`config.mk`:
```
export PLATFORM = sky130hd
export DESIGN_NAME = id_ex_stage_reg_flat
export DESIGN_NICKNAME = d
export VERILOG_FILES = /design/src/rtl/id_ex_stage_reg_if.sv /design/src/rtl/id_ex_stage_reg.sv /design/src/flat_wrapper.sv
export SDC_FILE = /design/constraint.sdc
export NUM_CORES = 1
export LEC_CHECK = 0
export BUFFER_PORTS_ARGS = -buffer_cell sky130_fd_sc_hd__buf_4
export CAP_MARGIN = 30
export CORE_MARGIN = 5
export CORE_UTILIZATION = 43
export DETAILED_ROUTE_END_ITERATION = 10
export PLACE_DENSITY = 0.76
export RECOVER_POWER = 25
export SYNTH_ARGS = -nofsm -noshare
export SYNTH_HDL_FRONTEND = slang
export SYNTH_SLANG_ARGS = --single-unit
```
`constraint.sdc`:
```
create_clock -name clk -period 6.3 [get_ports clk]
set_input_delay 0.63 -clock clk [delete_from_list [all_inputs] [get_ports clk]]
set_output_delay 0.63 -clock clk [all_outputs]
set_load 0.02 [all_outputs]
```
`src/rtl/id_ex_stage_reg_if.sv`:
```
// ----------------------------------------------------------------------------
// id_ex_stage_reg_if
// Bundles every signal between the decode side and the ID/EX stage register.
//   master : decode/control side. Drives the id_* fields and flush/freeze.
//            Observes the registered ex_* fields, hazard_stall_o and
//            bubble_count_o.
//   slave  : the stage register itself (id_ex_stage_reg).
// Parameters mirror the stage register: NBits datapath, REG_AW register index,
// CTRL_W packed control bundle, CNT_W bubble counter.
// ----------------------------------------------------------------------------
interface id_ex_stage_reg_if #(
    parameter int NBits  = 32,
    parameter int REG_AW = 5,
    parameter int CTRL_W = 12,
    parameter int CNT_W  = 16
);
    logic              id_valid_i;
    logic [NBits-1:0]  pc_i;
    logic [NBits-1:0]  pc_4_i;
    logic [NBits-1:0]  rs1_data_i;
    logic [NBits-1:0]  rs2_data_i;
    logic [NBits-1:0]  imm_i;
    logic [REG_AW-1:0] rs1_addr_i;
    logic [REG_AW-1:0] rs2_addr_i;
    logic [REG_AW-1:0] rd_addr_i;
    logic [2:0]        funct3_i;
    logic              funct7_i;
    logic [CTRL_W-1:0] ctrl_i;
    logic              flush_i;
    logic              freeze_i;

    logic              ex_valid_o;
    logic [NBits-1:0]  ex_pc_o;
    logic [NBits-1:0]  ex_pc_4_o;
    logic [NBits-1:0]  ex_rs1_data_o;
    logic [NBits-1:0]  ex_rs2_data_o;
    logic [NBits-1:0]  ex_imm_o;
    logic [REG_AW-1:0] ex_rs1_addr_o;
    logic [REG_AW-1:0] ex_rs2_addr_o;
    logic [REG_AW-1:0] ex_rd_addr_o;
    logic [2:0]        ex_funct3_o;
    logic              ex_funct7_o;
    logic [CTRL_W-1:0] ex_ctrl_o;
    logic              hazard_stall_o;
    logic [CNT_W-1:0]  bubble_count_o;

    modport master (
        output id_valid_i, pc_i, pc_4_i, rs1_data_i, rs2_data_i, imm_i,
               rs1_addr_i, rs2_addr_i, rd_addr_i, funct3_i, funct7_i, ctrl_i,
               flush_i, freeze_i,
        input  ex_valid_o, ex_pc_o, ex_pc_4_o, ex_rs1_data_o, ex_rs2_data_o,
               ex_imm_o, ex_rs1_addr_o, ex_rs2_addr_o, ex_rd_addr_o,
               ex_funct3_o, ex_funct7_o, ex_ctrl_o, hazard_stall_o,
               bubble_count_o
    );

    modport slave (
        input  id_valid_i, pc_i, pc_4_i, rs1_data_i, rs2_data_i, imm_i,
               rs1_addr_i, rs2_addr_i, rd_addr_i, funct3_i, funct7_i, ctrl_i,
               flush_i, freeze_i,
        output ex_valid_o, ex_pc_o, ex_pc_4_o, ex_rs1_data_o, ex_rs2_data_o,
               ex_imm_o, ex_rs1_addr_o, ex_rs2_addr_o, ex_rd_addr_o,
               ex_funct3_o, ex_funct7_o, ex_ctrl_o, hazard_stall_o,
               bubble_count_o
    );
endinterface

```
`src/rtl/id_ex_stage_reg.sv`:
```
// ----------------------------------------------------------------------------
// id_ex_stage_reg
// ID/EX pipeline register for the RV32 pipelined core, with a valid bit,
// source-index tracking for forwarding, a load-use hazard detector that
// stalls fetch/decode and inserts a bubble, a branch/jump flush, an
// external freeze, and a saturating count of inserted bubbles.
// Ports:
//   clk   : rising-edge clock
//   reset : asynchronous, active-high; clears every register and the counter
//   bus   : id_ex_stage_reg_if.slave -- decode inputs, flush/freeze,
//           registered EX outputs, hazard_stall_o, bubble_count_o
// Update priority on each edge: flush > freeze > hazard bubble > load.
// ----------------------------------------------------------------------------
module id_ex_stage_reg #(
    parameter int NBits         = 32,
    parameter int REG_AW        = 5,
    parameter int CTRL_W        = 12,
    parameter int MEM_READ_BIT  = 5,
    parameter int REG_WRITE_BIT = 0,
    parameter int CNT_W         = 16
) (
    input  logic             clk,
    input  logic             reset,
    id_ex_stage_reg_if.slave bus
);
    // Catch a control-bundle layout that does not fit the chosen width.
    if (MEM_READ_BIT >= CTRL_W || REG_WRITE_BIT >= CTRL_W ||
        MEM_READ_BIT == REG_WRITE_BIT) begin : g_bad_ctrl_layout
        $error("id_ex_stage_reg: control bit positions do not fit CTRL_W");
    end

    typedef struct packed {
        logic              valid;
        logic [NBits-1:0]  pc;
        logic [NBits-1:0]  pc_4;
        logic [NBits-1:0]  rs1_data;
        logic [NBits-1:0]  rs2_data;
        logic [NBits-1:0]  imm;
        logic [REG_AW-1:0] rs1_addr;
        logic [REG_AW-1:0] rs2_addr;
        logic [REG_AW-1:0] rd_addr;
        logic [2:0]        funct3;
        logic              funct7;
        logic [CTRL_W-1:0] ctrl;
    } stage_t;

    localparam logic [CNT_W-1:0] CNT_ONE = {{(CNT_W-1){1'b0}}, 1'b1};

    stage_t           stage_q, stage_d;
    logic [CNT_W-1:0] cnt_q, cnt_d;
    logic             hazard;

    // Load in EX whose destination a decode source needs. rs2 is compared
    // even for formats without rs2; an occasional spurious bubble is cheaper
    // than decoding the format here. x0 is never a real dependency.
    assign hazard = stage_q.valid & stage_q.ctrl[MEM_READ_BIT] &
                    (stage_q.rd_addr != '0) & bus.id_valid_i &
                    ((stage_q.rd_addr == bus.rs1_addr_i) |
                     (stage_q.rd_addr == bus.rs2_addr_i));

    // A taken branch kills the decode slot anyway, so no stall is requested.
    assign bus.hazard_stall_o = hazard & ~bus.flush_i;

    always_comb begin
        stage_d = stage_q;
        cnt_d   = cnt_q;
        if (bus.flush_i) begin
            stage_d = '0;
        end else if (bus.freeze_i) begin
            stage_d = stage_q;
        end else if (hazard) begin
            stage_d = '0;
            if (cnt_q != '1) begin
                cnt_d = cnt_q + CNT_ONE;
            end
        end else begin
            stage_d.valid    = bus.id_valid_i;
            stage_d.pc       = bus.pc_i;
            stage_d.pc_4     = bus.pc_4_i;
            stage_d.rs1_data = bus.rs1_data_i;
            stage_d.rs2_data = bus.rs2_data_i;
            stage_d.imm      = bus.imm_i;
            stage_d.rs1_addr = bus.rs1_addr_i;
            stage_d.rs2_addr = bus.rs2_addr_i;
            stage_d.rd_addr  = bus.rd_addr_i;
            stage_d.funct3   = bus.funct3_i;
            stage_d.funct7   = bus.funct7_i;
            // An empty slot must never carry write enables into EX.
            stage_d.ctrl     = bus.id_valid_i ? bus.ctrl_i : '0;
        end
    end

    always_ff @(posedge clk or posedge reset) begin
        if (reset) begin
            stage_q <= '0;
            cnt_q   <= '0;
        end else begin
            stage_q <= stage_d;
            cnt_q   <= cnt_d;
        end
    end

    assign bus.ex_valid_o     = stage_q.valid;
    assign bus.ex_pc_o        = stage_q.pc;
    assign bus.ex_pc_4_o      = stage_q.pc_4;
    assign bus.ex_rs1_data_o  = stage_q.rs1_data;
    assign bus.ex_rs2_data_o  = stage_q.rs2_data;
    assign bus.ex_imm_o       = stage_q.imm;
    assign bus.ex_rs1_addr_o  = stage_q.rs1_addr;
    assign bus.ex_rs2_addr_o  = stage_q.rs2_addr;
    assign bus.ex_rd_addr_o   = stage_q.rd_addr;
    assign bus.ex_funct3_o    = stage_q.funct3;
    assign bus.ex_funct7_o    = stage_q.funct7;
    assign bus.ex_ctrl_o      = stage_q.ctrl;
    assign bus.bubble_count_o = cnt_q;
endmodule

```
`src/flat_wrapper.sv`:
```
// flat-port wrapper written by rule: the top's interface ports become plain ports
module id_ex_stage_reg_flat 
#(
    parameter int NBits         = 32,
    parameter int REG_AW        = 5,
    parameter int CTRL_W        = 12,
    parameter int MEM_READ_BIT  = 5,
    parameter int REG_WRITE_BIT = 0,
    parameter int CNT_W         = 16
)
  (clk, reset, bus_id_valid_i, bus_pc_i, bus_pc_4_i, bus_rs1_data_i, bus_rs2_data_i, bus_imm_i, bus_rs1_addr_i, bus_rs2_addr_i, bus_rd_addr_i, bus_funct3_i, bus_funct7_i, bus_ctrl_i, bus_flush_i, bus_freeze_i, bus_ex_valid_o, bus_ex_pc_o, bus_ex_pc_4_o, bus_ex_rs1_data_o, bus_ex_rs2_data_o, bus_ex_imm_o, bus_ex_rs1_addr_o, bus_ex_rs2_addr_o, bus_ex_rd_addr_o, bus_ex_funct3_o, bus_ex_funct7_o, bus_ex_ctrl_o, bus_hazard_stall_o, bus_bubble_count_o);
  id_ex_stage_reg_if #(.NBits(NBits), .REG_AW(REG_AW), .CTRL_W(CTRL_W), .CNT_W(CNT_W)) bus_i ();
  input  logic clk;
  input  logic reset;
  input wire logic [$bits(bus_i.id_valid_i)-1:0] bus_id_valid_i;
  input wire logic [$bits(bus_i.pc_i)-1:0] bus_pc_i;
  input wire logic [$bits(bus_i.pc_4_i)-1:0] bus_pc_4_i;
  input wire logic [$bits(bus_i.rs1_data_i)-1:0] bus_rs1_data_i;
  input wire logic [$bits(bus_i.rs2_data_i)-1:0] bus_rs2_data_i;
  input wire logic [$bits(bus_i.imm_i)-1:0] bus_imm_i;
  input wire logic [$bits(bus_i.rs1_addr_i)-1:0] bus_rs1_addr_i;
  input wire logic [$bits(bus_i.rs2_addr_i)-1:0] bus_rs2_addr_i;
  input wire logic [$bits(bus_i.rd_addr_i)-1:0] bus_rd_addr_i;
  input wire logic [$bits(bus_i.funct3_i)-1:0] bus_funct3_i;
  input wire logic [$bits(bus_i.funct7_i)-1:0] bus_funct7_i;
  input wire logic [$bits(bus_i.ctrl_i)-1:0] bus_ctrl_i;
  input wire logic [$bits(bus_i.flush_i)-1:0] bus_flush_i;
  input wire logic [$bits(bus_i.freeze_i)-1:0] bus_freeze_i;
  output wire logic [$bits(bus_i.ex_valid_o)-1:0] bus_ex_valid_o;
  output wire logic [$bits(bus_i.ex_pc_o)-1:0] bus_ex_pc_o;
  output wire logic [$bits(bus_i.ex_pc_4_o)-1:0] bus_ex_pc_4_o;
  output wire logic [$bits(bus_i.ex_rs1_data_o)-1:0] bus_ex_rs1_data_o;
  output wire logic [$bits(bus_i.ex_rs2_data_o)-1:0] bus_ex_rs2_data_o;
  output wire logic [$bits(bus_i.ex_imm_o)-1:0] bus_ex_imm_o;
  output wire logic [$bits(bus_i.ex_rs1_addr_o)-1:0] bus_ex_rs1_addr_o;
  output wire logic [$bits(bus_i.ex_rs2_addr_o)-1:0] bus_ex_rs2_addr_o;
  output wire logic [$bits(bus_i.ex_rd_addr_o)-1:0] bus_ex_rd_addr_o;
  output wire logic [$bits(bus_i.ex_funct3_o)-1:0] bus_ex_funct3_o;
  output wire logic [$bits(bus_i.ex_funct7_o)-1:0] bus_ex_funct7_o;
  output wire logic [$bits(bus_i.ex_ctrl_o)-1:0] bus_ex_ctrl_o;
  output wire logic [$bits(bus_i.hazard_stall_o)-1:0] bus_hazard_stall_o;
  output wire logic [$bits(bus_i.bubble_count_o)-1:0] bus_bubble_count_o;
  assign bus_i.id_valid_i = bus_id_valid_i;
  assign bus_i.pc_i = bus_pc_i;
  assign bus_i.pc_4_i = bus_pc_4_i;
  assign bus_i.rs1_data_i = bus_rs1_data_i;
  assign bus_i.rs2_data_i = bus_rs2_data_i;
  assign bus_i.imm_i = bus_imm_i;
  assign bus_i.rs1_addr_i = bus_rs1_addr_i;
  assign bus_i.rs2_addr_i = bus_rs2_addr_i;
  assign bus_i.rd_addr_i = bus_rd_addr_i;
  assign bus_i.funct3_i = bus_funct3_i;
  assign bus_i.funct7_i = bus_funct7_i;
  assign bus_i.ctrl_i = bus_ctrl_i;
  assign bus_i.flush_i = bus_flush_i;
  assign bus_i.freeze_i = bus_freeze_i;
  assign bus_ex_valid_o = bus_i.ex_valid_o;
  assign bus_ex_pc_o = bus_i.ex_pc_o;
  assign bus_ex_pc_4_o = bus_i.ex_pc_4_o;
  assign bus_ex_rs1_data_o = bus_i.ex_rs1_data_o;
  assign bus_ex_rs2_data_o = bus_i.ex_rs2_data_o;
  assign bus_ex_imm_o = bus_i.ex_imm_o;
  assign bus_ex_rs1_addr_o = bus_i.ex_rs1_addr_o;
  assign bus_ex_rs2_addr_o = bus_i.ex_rs2_addr_o;
  assign bus_ex_rd_addr_o = bus_i.ex_rd_addr_o;
  assign bus_ex_funct3_o = bus_i.ex_funct3_o;
  assign bus_ex_funct7_o = bus_i.ex_funct7_o;
  assign bus_ex_ctrl_o = bus_i.ex_ctrl_o;
  assign bus_hazard_stall_o = bus_i.hazard_stall_o;
  assign bus_bubble_count_o = bus_i.bubble_count_o;
  id_ex_stage_reg #(.NBits(NBits), .REG_AW(REG_AW), .CTRL_W(CTRL_W), .MEM_READ_BIT(MEM_READ_BIT), .REG_WRITE_BIT(REG_WRITE_BIT), .CNT_W(CNT_W)) u_core (.clk(clk), .reset(reset), .bus(bus_i));
endmodule
```
* Word-level counts from Yosys, hierarchy flattened
Index checks and enable logic that the tools add are counted.
** Operators by class
- Bitwise logic cells :: 8
- Add/subtract/negate cells :: 1
- Equal/unequal tests :: 4
- Reduce and logical (&&, ||, !) cells :: 2
- Mux-type cells :: 4
** Operators with widths (number)
- 192-bit two-way mux :: 3
- 16-bit by 1-bit adder with 16-bit output, second input constant :: 1
- 16-bit != test, second input constant :: 1
- 12-bit two-way mux :: 1
- 5-bit == test :: 2
- 1-bit bitwise AND :: 5
- 5-bit nonzero test :: 1
- 4-bit AND reduction :: 1
- 2-bit != test, second input constant :: 1
- 1-bit NOT :: 2
- 1-bit OR :: 1
** Storage, ports and cells
- Word-level logic and storage cells :: 32
- Register bits :: 208
- Bits of input ports :: 196

* Longest topological paths before layout
Gate-level depths: netlist of the first run.
- Word-level depth :: 7
- Mapped depth :: 9
- Mapped depth without buffers :: 7

* Worst setup path after synthesis of the first run
Ideal clock, no wire load.
- Path type :: input to output
- Start :: in bus_rs1_addr_i[2]
- End :: out bus_hazard_stall_o
- Setup slack :: 3.688 ns
- Path buffers :: 3
- Stages :: 8
- Arrival :: 1.982 ns
- Path through :: xor2_1 > nor3_1 > a22oi_1 > or2_1 > buf_4 > buf_12 > buf_6 > nor2_1
** Between the ends
- Longest elaborated chain between the ends :: 4
** Ends and longest elaborated chain
- from (decl) :: RTL line flat_wrapper.sv:21 : input wire logic [$bits(bus_i.rs1_addr_i)-1:0] bus_rs1_addr_i;
- 5-bit == test :: RTL line id_ex_stage_reg.sv:58 : ((stage_q.rd_addr == bus.rs1_addr_i) |
- 1-bit OR :: RTL line id_ex_stage_reg.sv:58
- 1-bit bitwise AND :: RTL line id_ex_stage_reg.sv:57 : (stage_q.rd_addr != '0) & bus.id_valid_i &
- 1-bit bitwise AND :: RTL line id_ex_stage_reg.sv:62 : assign bus.hazard_stall_o = hazard & ~bus.flush_i;
- to (decl) :: RTL line flat_wrapper.sv:41 : output wire logic [$bits(bus_i.hazard_stall_o)-1:0] bus_hazard_stall_o;
No other way between the ends.

==> flow_metrics.py, run 1 <==
metrics = {
    "status": {
        "outcome": "finished, violations left",
        "violations": "max-capacitance violations, max-slew violations",
    },
    "floorplan": {
        "core_area_um2": 21620,
        "die_w_um": 157.7,
        "num_rows": 54,
        "die_area_um2": 24860,
        "die_h_um": 157.7,
        "ios": 405,
        "start_util_pct": 43.38,
    },
    "timing": {
        "clock.fmax_mhz": 256.0,
        "fin_crit_ns": 3.906,
        "fin_tns_setup_ns": 0,
        "rsz0062_at_grt": "no",
        "worst_slew_pin_slew_ns": 3.467,
        "maxSlewHeadroom_pct": -131.1,
        "hold_violations": 0,
        "final-setup-viol-count": 0,
        "post-route-period-util_pct": 62.00,
        "slew_viol_final": 137,
        "skew_ns": 0.01442,
    },
    "setup_path": {
        "reg2reg_from": "u_core.bus.ex_rd_addr_o[1]",
        "cp_slowest_cell": "clkbuf_2",
        "path_class": "in2async",
        "critPathCaptureType": "async pin",
        "reg2reg_depth": 6,
        "arrival_ns": 4.40,
        "reg2reg_to": "u_core.bus.ex_ctrl_o[3]",
        "crit_chain": "clkbuf_4, clkinvlp_2, clkbuf_2, buf_4",
        "critPathMaxFanout": 136,
        "r2r_slack_ns": 3.33,
        "cpPeakStageDelay_ns": 2.35,
        "worstSetupStartpointType": "input port",
        "crit_required_ns": 6.79,
    },
    "routing": {
        "dr.first_iter.drc_count": 624,
        "vias": 8351,
        "wl_per_cell_um": 18.85,
        "route.detailed.drc": 0,
        "drt-pass1-iter-count": 7,
        "postRouteAntennaNets": 0,
        "routed_wl_um": 30010,
        "via_per_inst": 5.246,
    },
    "power": {
        "internal-power_uw": 2413,
        "peakVddDrop_v": 0.0001898,
        "comb_power_share_pct": 14.8,
        "p_leak_uw": 0.006227,
        "seq_power_share_pct": 44.3,
        "p_sw_share_pct": 25.67,
        "switching_power_uw": 833.4,
        "p_per_area_nw_per_um2": 249.6,
        "p_clk_share_pct": 40.9,
    },
    "clock_tree": {
        "postCtsResizedCells": 0,
        "post_cts_buffers": 0,
        "clk_pin_slew_ns": 0.07,
        "cts_tree": "built",
        "clock-sinks": 208,
        "clock_latency_ns": 0.50,
        "cts_hold_buf": 0,
        "numCtsBuffers": 23,
        "clk_path_buf_depth": 3,
        "cts_root_buf": "clkbuf_16",
        "htree_levels": 1,
    },
    "final_layout": {
        "stdcell_count": 1592,
        "antennaDiodeCount": 0,
        "drive_gt1_share_pct": 32.93,
        "finalInstanceArea_um2": 13010,
        "fin_nets": 1495,
        "area_delta_synth_final_pct": 38.67,
    },
    "placement": {
        "place_congestion": 0.8191,
        "dp_hpwl_um": 20690,
        "place_inst": 1553,
        "io_buffers": 404,
        "placed_cell_area_um2": 12360,
    },
    "global_routing": {
        "grt-ovfl-total": 0,
        "globalRouteTotalUtil_pct": 22.56,
        "grt_pass1_wl_um": 45060,
        "antenna_found_initial": 0,
        "grt_max_degree": 137,
        "grt_pass1_vias": 8168,
    },
    "worst_hold_path": {
        "min_to": "u_core.bus.ex_rd_addr_o[2]",
        "hp-class": "in2reg",
        "worst_hold_startpoint": "bus_rd_addr_i[2]",
        "whs_path_depth": 3,
    },
    "synthesis": {
        "netlist_instances": 951,
        "yosys.cell_types.count": 27,
        "post_synth.cell_area_avg_um2": 9.862,
        "syn_area_um2": 9379,
        "ys_seq_elements": 208,
        "yosysTopAreaCell": "dfrtp_1",
        "synth_warnings": 0,
        "netlist.area_leader.share_pct": 55.50,
        "ys_seq_area_share_pct": 55.50,
        "synth_area_leaders": "dfrtp_1 (55%), nand3b_1 (14%), a21oi_1 (10%)",
        "syn-num-nets": 1148,
    },
    "flow_run": {
        "cap_violations": 1,
    },
}
## cell usage after synthesis
cell type	n
clkbuf_1	67
a22oi_1	1
a21oi_1	192
nand2_1	195
mux2_2	1
buf_6	20
or4_1	1
and4_1	2
nor3_1	3
nand4_1	5
and3_1	5
nand3b_1	181
buf_12	1
o2111ai_2	1
nor4b_2	1
nor4b_1	1
or2_1	1
nand4b_1	13
buf_2	1
xor2_1	18
buf_4	1
ha_1	1
nor2_1	13
nand3_1	9
inv_1	2
dfrtp_1	208
xnor2_1	7
## power groups by stage
stage | Clock [µW] | Combinational, µW | Sequential [µW]
final | 1330 | 481 | 1440
after global routing | 1420 | 523 | 1440
after CTS | 1370 | 495 | 1440
after detailed placement | 0 | 494 | 1460
after global placement | 0 | 485 | 1460
after floorplan | 0 | 163 | 1540
## worst max-delay path: cells and delay by family
kind	cells	cell delay, ns
buffers and inverters	4	3.55
## worst max-delay path by stage
stage,from,to,cells past startpoint
after floorplan,reset,u_core.bus.bubble_count_o[0],1
after global placement,bus_rs1_addr_i[4],u_core.bus.ex_rs2_addr_o[3],8
after detailed placement,bus_rs1_addr_i[4],u_core.bus.ex_ctrl_o[7],8
after CTS,u_core.bus.ex_rd_addr_o[1],bus_hazard_stall_o,5
after global routing,reset,u_core.bus.ex_imm_o[30],4
final,reset,u_core.bus.ex_rs2_data_o[13],4
## sequential cells by signal, summed over array words and instances, names as in the netlist
| register | flops |
|---|---|
| u_core.bus.ex_valid_o | 1 |
| u_core.bus.bubble_count_o | 16 |
| u_core.bus.ex_imm_o | 32 |
| u_core.bus.ex_pc_4_o | 32 |
| u_core.bus.ex_rs1_addr_o | 5 |
| u_core.bus.ex_rs2_addr_o | 5 |
| u_core.bus.ex_rd_addr_o | 5 |
| u_core.bus.ex_pc_o | 32 |
| u_core.bus.ex_funct7_o | 1 |
| u_core.bus.ex_rs1_data_o | 32 |
| u_core.bus.ex_funct3_o | 3 |
| u_core.bus.ex_rs2_data_o | 32 |
| u_core.bus.ex_ctrl_o | 12 |
## final cells by class
type                    instances  area [µm²]
inverters                       2       8.758
clock inverters                 9       97.59
multi-input cells             651        3660
clock buffers                  30       641.9
flip-flops and latches        208        5205
well taps                     280       350.3
fillers                      1856        8615
repair buffers                412        3043
## routing by layer
| layer | track usage, % | vias up | part of all wire [%] | wire length [µm] |
|---|---|---|---|---|
| li1 | - | 3940 | - | - |
| met1 | 27.70 | 4000 | 37 | 11110 |
| met2 | 37.58 | 359 | 49 | 14600 |
| met3 | 8.092 | 52 | 11 | 3436 |
| met4 | 6.678 | 0 | 2.9 | 865 |
| met5 | 0 | - | 0 | 0 |
## logic make-up (layout without fill, tap and decap cells)
logic type,Yosys count,count (layout),synth area share (%)
AOI/OAI and AO/OA,194,194,10.49
xor gates and xnor gates,25,25,2.335
adders and majority gates,1,1,0.1334
buffers and inverters,92,453,5.510
DFF,208,208,55.50
muxes,1,1,0.1201
and+or+nand+nor,430,430,25.92
## cells in the final DEF (no fill, tap or decap)
cell type | netlist | routed
nor3_1 | 3 | 3
nand3_1 | 9 | 9
buf_6 | 20 | 1
nand4b_1 | 13 | 13
nor4b_1 | 1 | 1
nand2_1 | 195 | 195
or2_4 | 0 | 1
and4_1 | 2 | 2
clkbuf_4 | 0 | 1
a22oi_1 | 1 | 1
nor4b_2 | 1 | 1
clkbuf_16 | 0 | 23
nand3b_1 | 181 | 181
xor2_1 | 18 | 18
nand4_1 | 5 | 5
clkinvlp_2 | 0 | 1
o2111ai_2 | 1 | 1
nor2_1 | 13 | 13
buf_4 | 1 | 386
clkbuf_2 | 0 | 1
xnor2_1 | 7 | 7
buf_16 | 0 | 1
bufinv_16 | 0 | 2
mux2_2 | 1 | 1
a21oi_1 | 192 | 192
clkbuf_1 | 67 | 24
and3_1 | 5 | 5
or4_1 | 1 | 1
inv_1 | 2 | 1
clkbuf_8 | 0 | 4
clkinv_2 | 0 | 6
dfrtp_1 | 208 | 208
buf_8 | 0 | 1
clkinvlp_4 | 0 | 1
ha_1 | 1 | 1
## stage by stage
stage | setup WS (ns) | hold WS (ns) | total power, µW | utilization (%)
after floorplan | 2.970 | 0.5887 | 1699 | -
after global placement | 3.303 | 0.4835 | 1943 | 57.05
after detailed placement | 3.271 | 0.4872 | 1954 | 57.18
after CTS | 3.222 | 0.3745 | 3299 | 60.60
after global routing | 1.626 | 0.3825 | 3391 | 60.16
final | 2.394 | 0.3984 | 3246 | 60.16
(Power assumes the default switching activity.)
==> run 2, diff against run 1 <==
--- a/config.mk
+++ b/config.mk
@@ -5,12 +5,13 @@
 export SDC_FILE = /design/constraint.sdc
 export NUM_CORES = 1
 export LEC_CHECK = 0
+export ABC_AREA = 1
 export BUFFER_PORTS_ARGS = -buffer_cell sky130_fd_sc_hd__buf_4
 export CAP_MARGIN = 30
-export CORE_MARGIN = 5
-export CORE_UTILIZATION = 43
+export CORE_AREA = 5 5 153 155
 export DETAILED_ROUTE_END_ITERATION = 10
-export PLACE_DENSITY = 0.76
+export DIE_AREA = 0 0 158 160
+export PLACE_DENSITY = 0.72
 export RECOVER_POWER = 25
 export SYNTH_ARGS = -nofsm -noshare
 export SYNTH_HDL_FRONTEND = slang
==> constraint.sdc (replaced) <==
create_clock -name clk -period 4.04 [get_ports clk]
set_input_delay 0.404 -clock clk [delete_from_list [all_inputs] [get_ports clk]]
set_output_delay 0.404 -clock clk [all_outputs]
set_load 0.02 [all_outputs]
==> flow_metrics.py, run 2 <==
metrics = {
    "timing": {
        "maxSlewHeadroom_pct": -36.43,
        "skew_ns": 0.01423,
        "hold_violations": 0,
        "post-route-period-util_pct": 74.09,
        "clock.fmax_mhz": 334.1,
        "fin_crit_ns": 2.993,
        "slew_viol_final": 149,
        "final-setup-viol-count": 0,
        "rsz0062_at_grt": "no",
        "fin_tns_setup_ns": 0,
        "worst_slew_pin_slew_ns": 2.046,
        "fin_hold_ws_ns": 0.1255,
    },
    "final_layout": {
        "stdcell_count": 1681,
        "finalInstanceArea_um2": 12820,
        "area_delta_synth_final_pct": 40.34,
        "layout_commonest_cell": "buf_4",
        "antennaDiodeCount": 0,
        "fin_nets": 1585,
        "final_cell_mix": "buf_4 (407), nand3_1 (384), nand2_1 (275), dfrtp_1 (208), clkbuf_16 (23)",
        "drive_gt1_share_pct": 32.98,
    },
    "floorplan": {
        "die_h_um": 160,
        "ios": 405,
        "core_area_um2": 21690,
        "num_rows": 54,
        "die_area_um2": 25280,
        "start_util_pct": 42.11,
        "die_w_um": 158,
    },
    "clock_tree": {
        "numCtsBuffers": 23,
        "clk_path_buf_depth": 3,
        "cts_root_buf": "clkbuf_16",
        "clock_latency_ns": 0.50,
        "clock-sinks": 208,
        "postCtsResizedCells": 0,
        "cts_hold_buf": 0,
        "post_cts_buffers": 0,
        "htree_levels": 1,
        "clk_pin_slew_ns": 0.06,
        "cts_tree": "built",
    },
    "routing": {
        "drt-pass1-iter-count": 4,
        "via_per_inst": 5.227,
        "postRouteAntennaNets": 0,
        "dr.first_iter.drc_count": 636,
        "vias": 8787,
        "wl_per_cell_um": 18.28,
        "route.detailed.drc": 0,
        "routed_wl_um": 30720,
    },
    "global_routing": {
        "grt-ovfl-total": 0,
        "busiest_layer": "met2",
        "met3_usage_pct": 5.710,
        "use_met2_pct": 37.38,
        "grt_pass1_wl_um": 47800,
        "antenna_found_initial": 0,
        "grtUsageMet1_pct": 30.07,
        "grt_max_degree": 181,
        "grt_pass1_vias": 8744,
        "globalRouteTotalUtil_pct": 23.07,
    },
    "setup_path": {
        "arrival_ns": 2.59,
        "crit_required_ns": 3.64,
        "path_class": "reg2out",
        "critPathCaptureType": "primary output",
        "cpPeakStageDelay_ns": 0.47,
        "crit_chain": "inv_2, nand2_1, nand2_1, nor2_1, nand3_1, nand2_2, nand2_8, nor2_1, buf_4",
        "critPathMaxFanout": 139,
        "cp_slowest_cell": "dfrtp_1",
        "worstSetupStartpointType": "flop",
    },
    "placement": {
        "dp_hpwl_um": 20900,
        "placed_cell_area_um2": 12140,
        "io_buffers": 404,
        "place_inst": 1643,
        "place_congestion": 0.8192,
    },
    "power": {
        "seq_power_share_pct": 45.5,
        "p_clk_share_pct": 39.3,
        "p_per_area_nw_per_um2": 386.4,
        "p_sw_share_pct": 26.54,
        "peakVddDrop_v": 0.0003442,
        "internal-power_uw": 3638,
        "power.total_uw": 4953,
        "switching_power_uw": 1314,
        "p_leak_uw": 0.007161,
        "comb_power_share_pct": 15.2,
    },
    "status": {
        "outcome": "finished, violations left",
        "violations": "max-capacitance violations, max-slew violations",
    },
    "synthesis": {
        "synth_ff_type": "dfrtp_1",
        "yosysTopAreaCell": "dfrtp_1",
        "synth_warnings": 0,
        "ys_seq_area_share_pct": 56.99,
        "syn-num-nets": 1232,
        "async_flop_share_pct": 100.0,
        "synth_edf_count": 0,
        "synth_area_leaders": "dfrtp_1 (57%), nand3_1 (21%), nand2_1 (11%)",
        "yosysMostFrequentCell": "nand3_1",
        "netlist.area_leader.share_pct": 56.99,
        "yosys.cell_types.count": 22,
        "synthTopCellsByCount": "nand3_1 (384), nand2_1 (275), dfrtp_1 (208)",
        "post_synth.cell_area_avg_um2": 8.825,
        "netlist_instances": 1035,
        "syn_area_um2": 9134,
        "ys_seq_elements": 208,
    },
    "flow_run": {
        "cap_violations": 1,
    },
    "worst_hold_path": {
        "hp-class": "in2reg",
    },
}
## run 2: kinds of logic after synthesis
family | Yosys count | share of synthesized area [%]
DFF | 208 | 56.99
and+or+nand+nor | 696 | 34.62
AOI/OAI and AO/OA | 6 | 0.3288
adders and majority gates | 1 | 0.1370
buffers and inverters | 108 | 6.397
xor gates and xnor gates | 16 | 1.534
## run 2: worst max-delay path, delay by kind of cell (launching register included)
family | cells | cell delay, ns
buffers and inverters | 2 | 0.26
flip-flops | 1 | 0.47
AND/OR/NAND/NOR | 7 | 1.15
## run 2: metal layers
layer,wire length (µm),vias up
met4,1101,0
met2,14990,379
met5,0,-
met1,11830,4192
met3,2805,68
li1,-,4148
## run 2: path summary, 6_finish.rpt
kind                            slack, ns                            to                          from  depth (start not counted)
worst min-delay path                 0.13        u_core.bus.ex_funct7_o                  bus_funct7_i                          3
min in group asynchronous            0.19  u_core.bus.ex_rs1_data_o[16]                         reset                          3
worst max register to register       1.31       u_core.bus.ex_imm_o[13]    u_core.bus.ex_rd_addr_o[1]                          8
max in group asynchronous            2.06       u_core.bus.ex_pc_4_o[7]                         reset                          3
worst min register to register       0.50  u_core.bus.ex_rs1_data_o[18]  u_core.bus.ex_rs1_data_o[18]                          2
worst max-delay path                 1.05            bus_hazard_stall_o    u_core.bus.ex_rd_addr_o[0]                          9
## run 2: metrics by stage
stage               util, %  setup WS (ns)
CTS                   59.17          1.128
global route          59.10         0.9177
detailed placement    55.99          1.410
global placement      55.99          1.410
finish                59.10          1.047
floorplan                 -         0.9358
## run 2: final cells by class
cell class / instances / area (µm²)
multi-input combinational: 719 / 3358
inverter: 24 / 93.84
tap: 280 / 350.3
sequential: 208 / 5205
fill: 1896 / 8870
timing repair buffer: 412 / 3122
clock inverter: 6 / 30.03
clock buffer: 32 / 659.4
## run 2: power by group through the flow
stage	combinational [µW]	sequential, µW	clock [µW]
after global routing	813	2270	2080
final	751	2250	1950
after CTS	764	2250	1990
after floorplan	219	2420	0
after global placement	756	2290	0
after detailed placement	762	2290	0
==> run 3, diff against run 2 <==
--- a/config.mk
+++ b/config.mk
@@ -5,13 +5,13 @@
 export SDC_FILE = /design/constraint.sdc
 export NUM_CORES = 1
 export LEC_CHECK = 0
-export ABC_AREA = 1
+export ABC_AREA = 0
 export BUFFER_PORTS_ARGS = -buffer_cell sky130_fd_sc_hd__buf_4
 export CAP_MARGIN = 30
-export CORE_AREA = 5 5 153 155
+export CORE_MARGIN = 5
+export CORE_UTILIZATION = 43
 export DETAILED_ROUTE_END_ITERATION = 10
-export DIE_AREA = 0 0 158 160
-export PLACE_DENSITY = 0.72
+export PLACE_DENSITY = 0.76
 export RECOVER_POWER = 25
 export SYNTH_ARGS = -nofsm -noshare
 export SYNTH_HDL_FRONTEND = slang
==> constraint.sdc (replaced) <==
create_clock -name clk -period 2.6 [get_ports clk]
set_input_delay 0.26 -clock clk [delete_from_list [all_inputs] [get_ports clk]]
set_output_delay 0.26 -clock clk [all_outputs]
set_load 0.02 [all_outputs]
==> flow_metrics.py, run 3 (synthesis gave the netlist of run 1 again) <==
metrics = {
    "flow_run": {
        "cap_violations": 1,
    },
    "power": {
        "seq_power_share_pct": 44.5,
        "p_leak_uw": 0.006423,
        "peakVddDrop_v": 0.0004707,
        "switching_power_uw": 2018,
        "p_sw_share_pct": 25.77,
        "comb_power_share_pct": 15.2,
        "internal-power_uw": 5814,
        "p_per_area_nw_per_um2": 589.2,
        "p_clk_share_pct": 40.3,
    },
    "setup_path": {
        "cpPeakStageDelay_ns": 0.54,
        "worstSetupStartpointType": "flop",
        "path_class": "reg2out",
        "cp_slowest_cell": "or4_1",
        "crit_required_ns": 2.34,
        "crit_chain": "or4_1, o2111ai_2, or2_4, buf_12, nor2_1, buf_4",
        "critPathMaxFanout": 10,
        "path_buf_inv": 2,
        "crit_family": "simple AND/OR/NAND/NOR gates",
        "critPathCaptureType": "primary output",
        "arrival_ns": 2.24,
    },
    "clock_tree": {
        "clock_latency_ns": 0.50,
        "clk_pin_slew_ns": 0.06,
        "clk_path_buf_depth": 3,
        "htree_levels": 1,
        "numCtsBuffers": 23,
        "cts_root_buf": "clkbuf_16",
        "clock-sinks": 208,
        "cts_tree": "built",
    },
    "timing": {
        "hold_violations": 0,
        "final-setup-viol-count": 0,
        "setup_slack_ns": 0.09705,
        "skew_ns": 0.006072,
        "worst_slew_pin_slew_ns": 1.705,
        "post-route-period-util_pct": 96.27,
        "clock.fmax_mhz": 399.5,
        "maxSlewHeadroom_pct": -13.64,
        "rsz0062_at_grt": "no",
        "slew_viol_final": 124,
        "fin_crit_ns": 2.503,
    },
    "final_layout": {
        "final_cell_mix": "buf_4 (411), dfrtp_1 (207), nand2_1 (195), a21oi_1 (192), nand3b_1 (181)",
        "layout_commonest_cell": "buf_4",
        "drive_gt1_share_pct": 35.02,
        "antennaDiodeCount": 0,
        "area_delta_synth_final_pct": 41.73,
        "stdcell_count": 1605,
        "fin_nets": 1509,
    },
    "floorplan": {
        "die_h_um": 157.7,
        "die_w_um": 157.7,
        "ios": 405,
        "die_area_um2": 24860,
        "core_area_um2": 21620,
        "start_util_pct": 43.38,
        "num_rows": 54,
    },
    "routing": {
        "route.detailed.drc": 0,
        "vias": 8552,
        "drt-pass1-iter-count": 5,
        "wl_per_cell_um": 18.99,
        "via_per_inst": 5.328,
        "dr.first_iter.drc_count": 579,
        "postRouteAntennaNets": 0,
        "routed_wl_um": 30470,
    },
    "placement": {
        "place_congestion": 0.8760,
        "pre_cts_ws_ns": 0.3588,
        "place_inst": 1558,
        "dp_hpwl_um": 20700,
        "io_buffers": 404,
    },
    "global_routing": {
        "grt_pass1_vias": 8329,
        "grt-ovfl-total": 0,
        "grt_pass1_wl_um": 46290,
        "grt_max_degree": 208,
        "globalRouteTotalUtil_pct": 23.17,
        "antenna_found_initial": 0,
    },
    "worst_hold_path": {
        "hp-class": "in2reg",
    },
    "status": {
        "violations": "max-capacitance violations, max-slew violations",
        "outcome": "finished, violations left",
    },
}
## run 3: cell count changes in the layout (fill, tap and decap cells not counted), sizes merged, moves of 13 or more
cell | previous run | this run
a21oi | 0 | 192
nand3b | 1 | 181
nand2 | 277 | 195
inv | 23 | 2
nand3 | 387 | 9
nand4b | 0 | 13
## run 3: stage by stage
| stage | hold slack (ns) | utilization (%) | power (µW) | setup TNS, ns | instance area [µm²] |
|---|---|---|---|---|---|
| after CTS | 0.006540 | 61.22 | 7929 | 0 | 13240 |
| after global placement | 0.4646 | 57.61 | 4718 | 0 | 12460 |
| after floorplan | 0.4173 | - | 4116 | -74.93 | 9383 |
| final | 0.03021 | 61.48 | 7833 | 0 | 13290 |
| after detailed placement | 0.4673 | 57.61 | 4739 | 0 | 12460 |
| after global routing | 0.01942 | 61.48 | 8171 | 0 | 13290 |
## run 3: power by group through the flow
stage / Combinational, µW / Sequential (µW) / Clock (µW)
after floorplan: 395 / 3720 / 0
after CTS: 1210 / 3480 / 3240
after global placement: 1190 / 3530 / 0
final: 1190 / 3480 / 3160
after detailed placement: 1200 / 3540 / 0
after global routing: 1290 / 3500 / 3380
## run 3: final timing paths
| check | slack [ns] | depth (start not counted) | startpoint | end |
|---|---|---|---|---|
| max | 0.1 | 6 | u_core.bus.ex_rd_addr_o[2] | bus_hazard_stall_o |
| min | 0.03 | 3 | bus_pc_i[23] | u_core.bus.ex_pc_o[23] |
| max reg2reg | 0.29 | 7 | u_core.bus.ex_rd_addr_o[2] | u_core.bus.ex_pc_4_o[12] |
| min reg2reg | 0.50 | 1 | u_core.bus.bubble_count_o[9] | u_core.bus.bubble_count_o[9] |
| max in group asynchronous | 0.54 | 4 | reset | u_core.bus.ex_pc_4_o[20] |
| min in group asynchronous | 0.77 | 4 | reset | u_core.bus.ex_rs1_data_o[17] |
## run 3: layout make-up
class                   count  area [µm²]
clock buffers              36       714.4
multi-input cells         651        3660
inverters                   2       8.758
well taps                 280       350.3
flip-flops and latches    208        5206
repair buffers            426        3339
clock inverters             2       13.76
fillers                  1841        8328
## run 3: worst register-to-register path, stage by stage (launching register included)
cell       delay, ns
dfrtp_1         0.44
or4_1           0.54
o2111ai_2       0.23
or2_4           0.19
buf_4           0.13
buf_12          0.31
nand3b_1        0.22
a21oi_1         0.17
## run 3: repair_timing
item / 4_1_cts / 5_1_grt
pin swaps: 0 / 2
hold endpoints to repair: 92 / 0
buffers inserted: 0 / 4
setup endpoints to repair: 1 / 1
gates resized for setup: 0 / 1
hold buffers: 2 / 0
gates cloned: 1 / 1
## run 3: routing by layer
layer  track usage, %  part of all wire, %  vias up
met1            28.81                   37     4185
met4            6.964                  2.7        0
li1                 -                    -     3965
met2            38.85                   50      358
met3            7.354                   10       44
met5                0                    0        -
